$ cat config.mk
export PLATFORM = sky130hd
export DESIGN_NAME = prog_loader_flat
export DESIGN_NICKNAME = d
export VERILOG_FILES = /design/src/rtl/prog_loader_if.sv /design/src/rtl/prog_loader.sv /design/src/flat_wrapper.sv
export SDC_FILE = /design/constraint.sdc
export NUM_CORES = 1
export LEC_CHECK = 0
export CAP_MARGIN = 20
export CELL_PAD_IN_SITES_DETAIL_PLACEMENT = 0
export CELL_PAD_IN_SITES_GLOBAL_PLACEMENT = 1
export CORE_MARGIN = 2
export CORE_UTILIZATION = 39
export CTS_BUF_LIST = sky130_fd_sc_hd__clkbuf_16
export CTS_CLUSTER_DIAMETER = 150
export DETAILED_ROUTE_END_ITERATION = 12
export HOLD_SLACK_MARGIN = 0.03
export PLACE_DENSITY = 0.76
export SYNTH_ARGS = -nofsm -noshare
export SYNTH_HDL_FRONTEND = slang
export SYNTH_SLANG_ARGS = --single-unit
$ cat constraint.sdc
create_clock -name clk -period 1.65 [get_ports clk]
set_input_delay 0.2475 -clock clk [delete_from_list [all_inputs] [get_ports clk]]
set_output_delay 0.2475 -clock clk [all_outputs]
set_load 0.02 [all_outputs]
$ cat src/rtl/prog_loader_if.sv
// ---------------------------------------------------------------------------
// prog_loader_if
// Byte-stream handshake between an external byte source (UART RX or a test
// harness) and the boot loader.
//
// Signals
//   in_valid  source -> loader  in_byte holds a valid byte
//   in_byte   source -> loader  stream byte
//   in_ready  loader -> source  loader accepts a byte this cycle
//
// Modports
//   master  the byte source (drives in_valid/in_byte)
//   slave   the loader (drives in_ready)
// ---------------------------------------------------------------------------
interface prog_loader_if;
   logic       in_valid;
   logic [7:0] in_byte;
   logic       in_ready;

   modport master (
      output in_valid,
      output in_byte,
      input  in_ready
   );

   modport slave (
      input  in_valid,
      input  in_byte,
      output in_ready
   );
endinterface

$ cat src/rtl/prog_loader.sv
// ---------------------------------------------------------------------------
// prog_loader
// Byte-stream boot loader. Receives LEN_HI, LEN_LO (N, big-endian), then N
// {HI, LO} instruction words, then a checksum byte. Each word is written to
// program memory as it completes. The CPU is held in halt until the whole
// image has arrived and the XOR of every byte (length and checksum included)
// is zero.
//
// Parameters
//   ADDR_W     program memory byte-address width
//   BASE_ADDR  byte address of the first instruction word
//   MAX_WORDS  largest accepted word count; a larger count is an error
//
// Ports
//   clk            rising-edge clock
//   rst            asynchronous reset, active low
//   start          one-cycle pulse, aborts any load and restarts at LEN_HI
//   stream         byte-stream handshake (slave side)
//   pm_write_en    program memory write strobe, one cycle per word
//   pm_address     byte address of the word being written
//   pm_write_data  instruction word {HI, LO}
//   cpu_hold       holds the core halted; low only once the image is verified
//   done           image loaded and verified
//   error          checksum or length failure
//   words_loaded   words written in the current load
// ---------------------------------------------------------------------------
module prog_loader #(
   parameter int                ADDR_W    = 16,
   parameter logic [ADDR_W-1:0] BASE_ADDR = '0,
   parameter int                MAX_WORDS = 256
) (
   input  logic              clk,
   input  logic              rst,
   input  logic              start,
   prog_loader_if.slave      stream,
   output logic              pm_write_en,
   output logic [ADDR_W-1:0] pm_address,
   output logic [15:0]       pm_write_data,
   output logic              cpu_hold,
   output logic              done,
   output logic              error,
   output logic [15:0]       words_loaded
);

   localparam logic [15:0] MAX_N = 16'(MAX_WORDS);

   typedef enum logic [2:0] {
      S_LEN_HI,
      S_LEN_LO,
      S_DATA_HI,
      S_DATA_LO,
      S_CHECK,
      S_DONE,
      S_ERROR
   } state_t;

   state_t            state;
   logic [7:0]        xor_acc;
   logic [7:0]        len_hi;
   logic [7:0]        hi_byte;
   logic [15:0]       word_total;

   logic              ready;
   logic              accept;
   logic [7:0]        xor_next;
   logic [15:0]       len_value;
   logic [ADDR_W-1:0] word_address;

   // The loader only listens while a stream is in progress; a start pulse
   // masks ready so a byte arriving together with start is never consumed.
   assign ready           = (state inside {S_LEN_HI, S_LEN_LO, S_DATA_HI,
                                           S_DATA_LO, S_CHECK}) && !start;
   assign stream.in_ready = ready;
   assign accept          = stream.in_valid && ready;

   assign xor_next  = xor_acc ^ stream.in_byte;
   assign len_value = {len_hi, stream.in_byte};

   // Address of the word about to be written; words_loaded is still the
   // 0-based index of that word. Wraps silently at 2^ADDR_W.
   assign word_address = BASE_ADDR + ADDR_W'({words_loaded, 1'b0});

   // Stream parser, word writer and status outputs. All outputs are
   // registered; pm_write_en is cleared every cycle so it pulses once per
   // completed word. start takes priority over any byte acceptance.
   always_ff @(posedge clk or negedge rst) begin
      if (!rst) begin
         state         <= S_LEN_HI;
         xor_acc       <= 8'h00;
         len_hi        <= 8'h00;
         hi_byte       <= 8'h00;
         word_total    <= 16'h0000;
         pm_write_en   <= 1'b0;
         pm_address    <= BASE_ADDR;
         pm_write_data <= 16'h0000;
         cpu_hold      <= 1'b1;
         done          <= 1'b0;
         error         <= 1'b0;
         words_loaded  <= 16'h0000;
      end else begin
         pm_write_en <= 1'b0;
         if (start) begin
            state        <= S_LEN_HI;
            xor_acc      <= 8'h00;
            words_loaded <= 16'h0000;
            done         <= 1'b0;
            error        <= 1'b0;
            cpu_hold     <= 1'b1;
         end else if (accept) begin
            xor_acc <= xor_next;
            case (state)
               S_LEN_HI: begin
                  len_hi <= stream.in_byte;
                  state  <= S_LEN_LO;
               end
               S_LEN_LO: begin
                  word_total <= len_value;
                  if (len_value == 16'h0000) begin
                     state <= S_CHECK;
                  end else if (len_value > MAX_N) begin
                     state    <= S_ERROR;
                     error    <= 1'b1;
                     cpu_hold <= 1'b1;
                  end else begin
                     state <= S_DATA_HI;
                  end
               end
               S_DATA_HI: begin
                  hi_byte <= stream.in_byte;
                  state   <= S_DATA_LO;
               end
               S_DATA_LO: begin
                  pm_write_en   <= 1'b1;
                  pm_address    <= word_address;
                  pm_write_data <= {hi_byte, stream.in_byte};
                  words_loaded  <= words_loaded + 16'd1;
                  if (words_loaded + 16'd1 == word_total) begin
                     state <= S_CHECK;
                  end else begin
                     state <= S_DATA_HI;
                  end
               end
               S_CHECK: begin
                  if (xor_next == 8'h00) begin
                     state    <= S_DONE;
                     done     <= 1'b1;
                     cpu_hold <= 1'b0;
                  end else begin
                     state    <= S_ERROR;
                     error    <= 1'b1;
                     cpu_hold <= 1'b1;
                  end
               end
               default: begin
                  state <= state;
               end
            endcase
         end
      end
   end

endmodule

$ cat src/flat_wrapper.sv
// flat-port wrapper written by rule: the top's interface ports become plain ports
module prog_loader_flat 
#(
   parameter int                ADDR_W    = 16,
   parameter logic [ADDR_W-1:0] BASE_ADDR = '0,
   parameter int                MAX_WORDS = 256
)
  (clk, rst, start, pm_write_en, pm_address, pm_write_data, cpu_hold, done, error, words_loaded, stream_in_valid, stream_in_byte, stream_in_ready);
  prog_loader_if stream_i ();
  input  logic clk;
  input  logic rst;
  input  logic start;
  output logic pm_write_en;
  output logic [ADDR_W-1:0] pm_address;
  output logic [15:0] pm_write_data;
  output logic cpu_hold;
  output logic done;
  output logic error;
  output logic [15:0] words_loaded;
  input wire logic [$bits(stream_i.in_valid)-1:0] stream_in_valid;
  input wire logic [$bits(stream_i.in_byte)-1:0] stream_in_byte;
  output wire logic [$bits(stream_i.in_ready)-1:0] stream_in_ready;
  assign stream_i.in_valid = stream_in_valid;
  assign stream_i.in_byte = stream_in_byte;
  assign stream_in_ready = stream_i.in_ready;
  prog_loader #(.ADDR_W(ADDR_W), .BASE_ADDR(BASE_ADDR), .MAX_WORDS(MAX_WORDS)) u_core (.clk(clk), .rst(rst), .start(start), .stream(stream_i), .pm_write_en(pm_write_en), .pm_address(pm_address), .pm_write_data(pm_write_data), .cpu_hold(cpu_hold), .done(done), .error(error), .words_loaded(words_loaded));
endmodule
==> results.json, run 1 <==
{
  "cp.arrival_ns": 2.00,
  "syn_area_per_cell_um2": 11.8,
  "yosysTopAreaCell": "dfrtp_1",
  "drtIter0Drc": 77,
  "synth_edf_count": 0,
  "grt_pass1_wl_mm": 16.8,
  "root_buffer": "clkbuf_16",
  "setup_viol": 2,
  "portBuffers": 63,
  "track_usage_pct": 17.1,
  "dr.pass1.iters": 4,
  "worstSkewPairLatency_ns": 0.35,
  "peakVddDrop_mv": 0.663,
  "dp_hpwl_mm": 7.56,
  "max_freq_ghz": 0.563,
  "wire_per_inst_um": 15.4,
  "cp_max_fo": 5,
  "clockBufferDepth": 2,
  "synthTopCellsByCount": "93 x dfrtp_1, 63 x mux2_2, 38 x xnor2_1, 36 x nor2_1, 29 x nand2_1",
  "drc": 0,
  "yosys.area.top_type_share_pct": 51.9,
  "place_congestion": 0.862,
  "status": "finished, violations left",
  "grt_most_used_layer": "met2",
  "syn_nets": 394,
  "ys_ff_latch": 94,
  "synth.most_common_cell": "dfrtp_1",
  "synth_compound_area_share_pct": 4.18,
  "synth-async-reset-ratio_pct": 100,
  "syn-cell-area_mm2": 0.00449,
  "path_class": "flop to flop",
  "hold_path.class": "primary input to flop",
  "synth_xor_area_share_pct": 10.9,
  "fin_ws_ns": -0.127,
  "worstSetupEndpointType": "flop",
  "clock-sinks": 94,
  "use_met2_pct": 26.1,
  "critPathLaunchType": "flop",
  "seq_area_frac_synth_pct": 52.4,
  "grt_util_met3_pct": 3.94,
  "gr-total-overflow": 0,
  "clk_pin_slew_worst_paths_ns": 0.07,
  "cts-buffers-inserted": 9,
  "cellPowerDensity_mw_per_mm2": 1060,
  "cts_tree": "built",
  "dp_cells": 639,
  "core-area_mm2": 0.0113,
  "initial_core_util_pct": 39.6,
  "area_growth_pct": 40.4,
  "failed_checks": "negative setup slack",
  "fillCellCount": 969,
  "fin_area_mm2": 0.00630,
  "ios": 65,
  "dieArea_mm2": 0.0124,
  "drv_cap": 0,
  "instances_no_fill": 663,
  "placement_rows": 39,
  "final.setup_skew_ns": 0.00832,
  "die_x_um": 111,
  "layout.nets": 528,
  "synth_area_leaders": "dfrtp_1 52%, mux2_2 16%, xnor2_1 7.4%",
  "drive_above_1_share_pct": 38.1,
  "synthAdderAreaFrac_pct": 0.279,
  "antenna_found_initial": 0,
  "finalHoldViolCount": 0,
  "grtUsageMet1_pct": 24.3,
  "antenna_cells": 0,
  "placed_area_mm2": 0.00582,
  "worstPathRequired_ns": 1.87,
  "dr_total_vias": 3283,
  "wl_mm": 10.2,
  "antenna_left": 0,
  "synth_top_family_by_area": "multiplexers",
  "min_period_over_period_pct": 108,
  "fin_hold_ws_ns": 0.320,
  "synth-simple-area-share_pct": 13.4,
  "grt_pass1_vias": 3325,
  "synth-warning-count": 0,
  "htree_levels": 3,
  "via_per_inst": 4.95,
  "drv_slew": 0,
  "netlist_instances": 381,
  "r2r_slack_ns": -0.13,
  "period_minus_slack_ns": 1.78,
  "p_leak_nw": 2.93,
  "synth_cell_type_count": 48,
  "grt_max_degree": 42,
  "die_y_um": 111,
  "synthMuxAreaShare_pct": 16.3,
  "synthFlopType": "dfrtp_1",
  "rsz0062_at_grt": "yes"
}
==> final cells by class <==
type | instances | area [µm²] | area share (%)
clock inverter | 7 | 86.3 | 1.37
tap | 143 | 179 | 2.84
clock buffer | 9 | 225 | 3.57
multi-input combinational | 262 | 2160 | 34.3
timing repair buffer | 140 | 1250 | 19.9
sequential | 94 | 2360 | 37.5
inverter | 8 | 30.0 | 0.477
==> state kept, by name (all words and copies together) (netlist names) <==
signal	flops
u_core.cpu_hold	1
u_core.len_hi	8
u_core.xor_acc	8
u_core.error	1
u_core.pm_address	15
u_core.word_total	16
u_core.hi_byte	8
u_core.state	3
u_core.pm_write_data	16
u_core.pm_write_en	1
u_core.words_loaded	16
u_core.done	1
==> kinds of logic after synthesis <==
group                      after synthesis
buffers and inverters                   25
and+or+nand+nor                        111
muxes                                   65
other                                    1
AOI/OAI and AO/OA                       28
adders and majority gates                1
DFF                                     94
xor gates and xnor gates                56
==> report_power, final <==
group,leakage [nW],internal [mW],switching (mW)
combinational,1.55,0.846,0.629
sequential,1.23,2.72,0.294
clock,0.150,1.21,0.962
==> repair_timing <==
| action | CTS | global route |
|---|---|---|
| endpoints found under the setup margin | 22 | 37 |
| hold buffers | 1 | 0 |
| resized for setup | 35 | 16 |
| buffers inserted | 4 | 4 |
| pin swaps | 14 | 11 |
| hold endpoints to repair | 23 | 0 |
==> placed cells by master (no fill, tap or decap), drive strengths merged, types with 2 or more instances in the layout <==
cell type / synthesis / final
dlymetal6s2s: 0 / 4
a41oi: 2 / 2
buf: 10 / 78
mux2i: 2 / 2
o22ai: 2 / 2
o21ai: 4 / 4
nand2: 31 / 31
nor2b: 4 / 4
clkdlybuf4s50: 0 / 40
nand2b: 4 / 4
nand4: 7 / 7
nor4: 5 / 5
mux2: 63 / 63
nor4b: 2 / 2
nand3: 7 / 7
nor2: 36 / 36
nor3: 7 / 7
dfrtp: 93 / 93
dlygate4sd2: 0 / 17
nand3b: 3 / 3
inv: 8 / 12
xnor2: 38 / 38
a21oi: 9 / 9
xor2: 18 / 18
clkbuf: 7 / 9
==> worst max-delay path, cell delays in order (launching register included) <==
cell and delay, ns:
dfrtp_2 0.43, ha_4 0.17, nand4_1 0.16, buf_4 0.20
xnor2_2 0.11, nand2_1 0.06, mux2i_1 0.16, and4_4 0.27
a311oi_1 0.08
==> per-layer routing <==
layer	share of wire, %	wire [µm]
met2	47	4780
met5	0	0
met1	47	4820
met3	4.6	473
met4	1.5	153
==> metrics by stage <==
| stage | worst slack (ns) | TNS [ns] | power, mW | util, % |
|---|---|---|---|---|
| 3_3_place_gp | -0.361 | -17.04 | 4.42 | 51.4 |
| 5_1_grt | -0.235 | -0.666 | 6.98 | 55.6 |
| 4_1_cts | -0.140 | -0.272 | 6.71 | 54.9 |
| 6_report | -0.127 | -0.231 | 6.66 | 55.6 |
| 2_1_floorplan | -0.150 | -0.296 | 3.90 | - |
| 3_5_place_dp | -0.416 | -17.94 | 4.47 | 51.4 |
==> path summary, 6_finish.rpt <==
check	cells after the start	from	to
setup / recovery	8	u_core.words_loaded[0]	u_core.state[1]
hold reg to reg	1	u_core.pm_address[11]	u_core.pm_address[11]
hold / removal	2	stream_in_byte[3]	u_core.hi_byte[3]
setup reg to reg	8	u_core.words_loaded[0]	u_core.state[1]
max in group asynchronous	3	rst	u_core.cpu_hold
min in group asynchronous	2	rst	u_core.word_total[12]
(Power assumes the default switching activity.)
==> inputs of run 2 (changes only) <==
--- a/config.mk
+++ b/config.mk
@@ -8,6 +8,7 @@
 export CAP_MARGIN = 20
 export CELL_PAD_IN_SITES_DETAIL_PLACEMENT = 0
 export CELL_PAD_IN_SITES_GLOBAL_PLACEMENT = 1
+export CORE_ASPECT_RATIO = 0.75
 export CORE_MARGIN = 2
 export CORE_UTILIZATION = 39
 export CTS_BUF_LIST = sky130_fd_sc_hd__clkbuf_16
==> run 2 against run 1 <==
The flow still finishes with violations (negative setup slack). Clock skew shrank 0.0032 ns. Cell count shrank 0.45%. Clock-buffer cell count is the same. Utilization grew 2.0 points. Critical endpoint is now u_core.state[2]. Flip-flop and latch count is the same. Combinational power grew 3%. Critical path depth shrank 1. Critical path type unchanged. Sequential share of layout area shrank 0.41 points. Setup slack lost 0.056 ns.
==> results.json, run 2 (same netlist as run 1, synthesis figures left out) <==
{
  "drtIter0Drc": 156,
  "initial_core_util_pct": 40.6,
  "period_minus_slack_ns": 1.83,
  "placement_rows": 33,
  "p_leak_nw": 2.97,
  "instances_no_fill": 660,
  "cp_max_fo": 4,
  "fin_ws_ns": -0.183,
  "antenna_cells": 0,
  "hold_path.class": "primary input to asynchronous set/reset pin",
  "dieArea_mm2": 0.0124,
  "worstSkewPairLatency_ns": 0.35,
  "peakVddDrop_mv": 0.602,
  "antenna_found_initial": 0,
  "die_y_um": 96.9,
  "antenna_left": 0,
  "clock-sinks": 94,
  "failed_checks": "negative setup slack",
  "min_period_over_period_pct": 111,
  "final.setup_skew_ns": 0.00512,
  "setup_viol": 28,
  "fin_tns_setup_ns": -0.959,
  "core-area_mm2": 0.0111,
  "drive_above_1_share_pct": 39.2,
  "critPathLaunchType": "flop",
  "max_freq_ghz": 0.546,
  "finalHoldViolCount": 0,
  "dp_cells": 634,
  "dr.pass1.iters": 4,
  "wl_mm": 11.9,
  "reg_top3": "u_core.pm_write_data (16), u_core.word_total (16), u_core.words_loaded (16)",
  "worstSetupEndpointType": "flop",
  "wire_per_inst_um": 18.0,
  "cp.arrival_ns": 2.12,
  "die_x_um": 128,
  "layout.nets": 528,
  "status": "finished, violations left",
  "place_ws_ns": -0.506,
  "grt_max_degree": 40,
  "worstPathRequired_ns": 1.94,
  "final_cell_mix": "86 x dfrtp_1, 63 x mux2_2, 61 x buf_4, 40 x clkdlybuf4s50_1, 31 x xnor2_1",
  "track_usage_pct": 19.0,
  "gr-total-overflow": 0,
  "dr_total_vias": 3391,
  "reg2reg_from": "u_core.words_loaded[0]",
  "place_congestion": 0.879,
  "portBuffers": 63,
  "cellPowerDensity_mw_per_mm2": 1030,
  "final_common_cell": "dfrtp_1",
  "drv_slew": 0,
  "dp_hpwl_mm": 7.93,
  "cts_tree": "built",
  "area_growth_pct": 42.0,
  "startpoint": "u_core.words_loaded[0]",
  "htree_levels": 3,
  "clockBufferDepth": 2,
  "via_per_inst": 5.14,
  "rsz0062_at_grt": "yes",
  "ios": 65,
  "grt_pass1_vias": 3504,
  "drc": 0,
  "root_buffer": "clkbuf_16",
  "clk_pin_slew_worst_paths_ns": 0.07,
  "grt_pass1_wl_mm": 18.5,
  "cts-buffers-inserted": 9,
  "path_class": "flop to flop",
  "drv_cap": 0
}
-- run 2: final timing paths --
| kind | to | cells after the start | slack [ns] |
|---|---|---|---|
| setup / recovery | u_core.state[2] | 7 | -0.18 |
| hold / removal | u_core.pm_address[3] | 2 | 0.37 |
| setup reg to reg | u_core.state[2] | 7 | -0.18 |
| hold reg to reg | u_core.pm_address[7] | 1 | 0.50 |
| max in group asynchronous | u_core.words_loaded[1] | 3 | 0.69 |
| min in group clk | u_core.hi_byte[7] | 3 | 0.41 |
-- run 2: repair_timing --
| action | in CTS | in global routing |
|---|---|---|
| gates resized for setup | 38 | 35 |
| cloned | 0 | 3 |
| setup buffers | 4 | 2 |
| pin swaps | 11 | 13 |
| hold buffers | 1 | 0 |
| endpoints found under the hold margin | 23 | 0 |
| endpoints found under the setup margin | 25 | 41 |
-- run 2: report_power, final --
part	internal (mW)	switching, mW	total, mW
Clock	1.04	0.958	2.00
Combinational	0.852	0.670	1.52
Sequential	2.72	0.307	3.02
Total	4.61	1.93	6.55
-- run 2: per-stage QoR --
step	area, µm²	power [mW]	utilization (%)	hold WS [ns]
floorplan	4510	3.90	-	-0.0481
global placement	5790	4.42	52.3	0.208
detailed placement	5790	4.49	52.3	0.209
CTS	6150	6.55	55.6	0.388
global route	6370	6.87	57.6	0.392
finish	6370	6.55	57.6	0.368
-- run 2: layer usage --
metal / vias to the layer above / global-route usage, % / part of all wire, %
met5: - / 0 / 0
met4: 0 / 5.33 / 1.3
met3: 15 / 4.20 / 3.7
met2: 75 / 28.5 / 46
met1: 1725 / 27.9 / 49
li1: 1576 / - / -
-- run 2: layout make-up --
| type | instances | area [µm²] |
|---|---|---|
| inverters | 8 | 30.0 |
| fillers | 943 | 4690 |
| clock inverters | 7 | 55.1 |
| flip-flops and latches | 94 | 2360 |
| clock buffers | 9 | 225 |
| multi-input cells | 262 | 2210 |
| repair buffers | 140 | 1320 |
| well taps | 140 | 175 |
-- run 2: critical path: stages (launching register included) --
cell,delay (ns)
dfrtp_2,0.46
ha_4,0.19
buf_6,0.12
o21ai_1,0.06
o22ai_1,0.09
a2111o_1,0.42
nor4b_2,0.30
a21bo_1,0.14
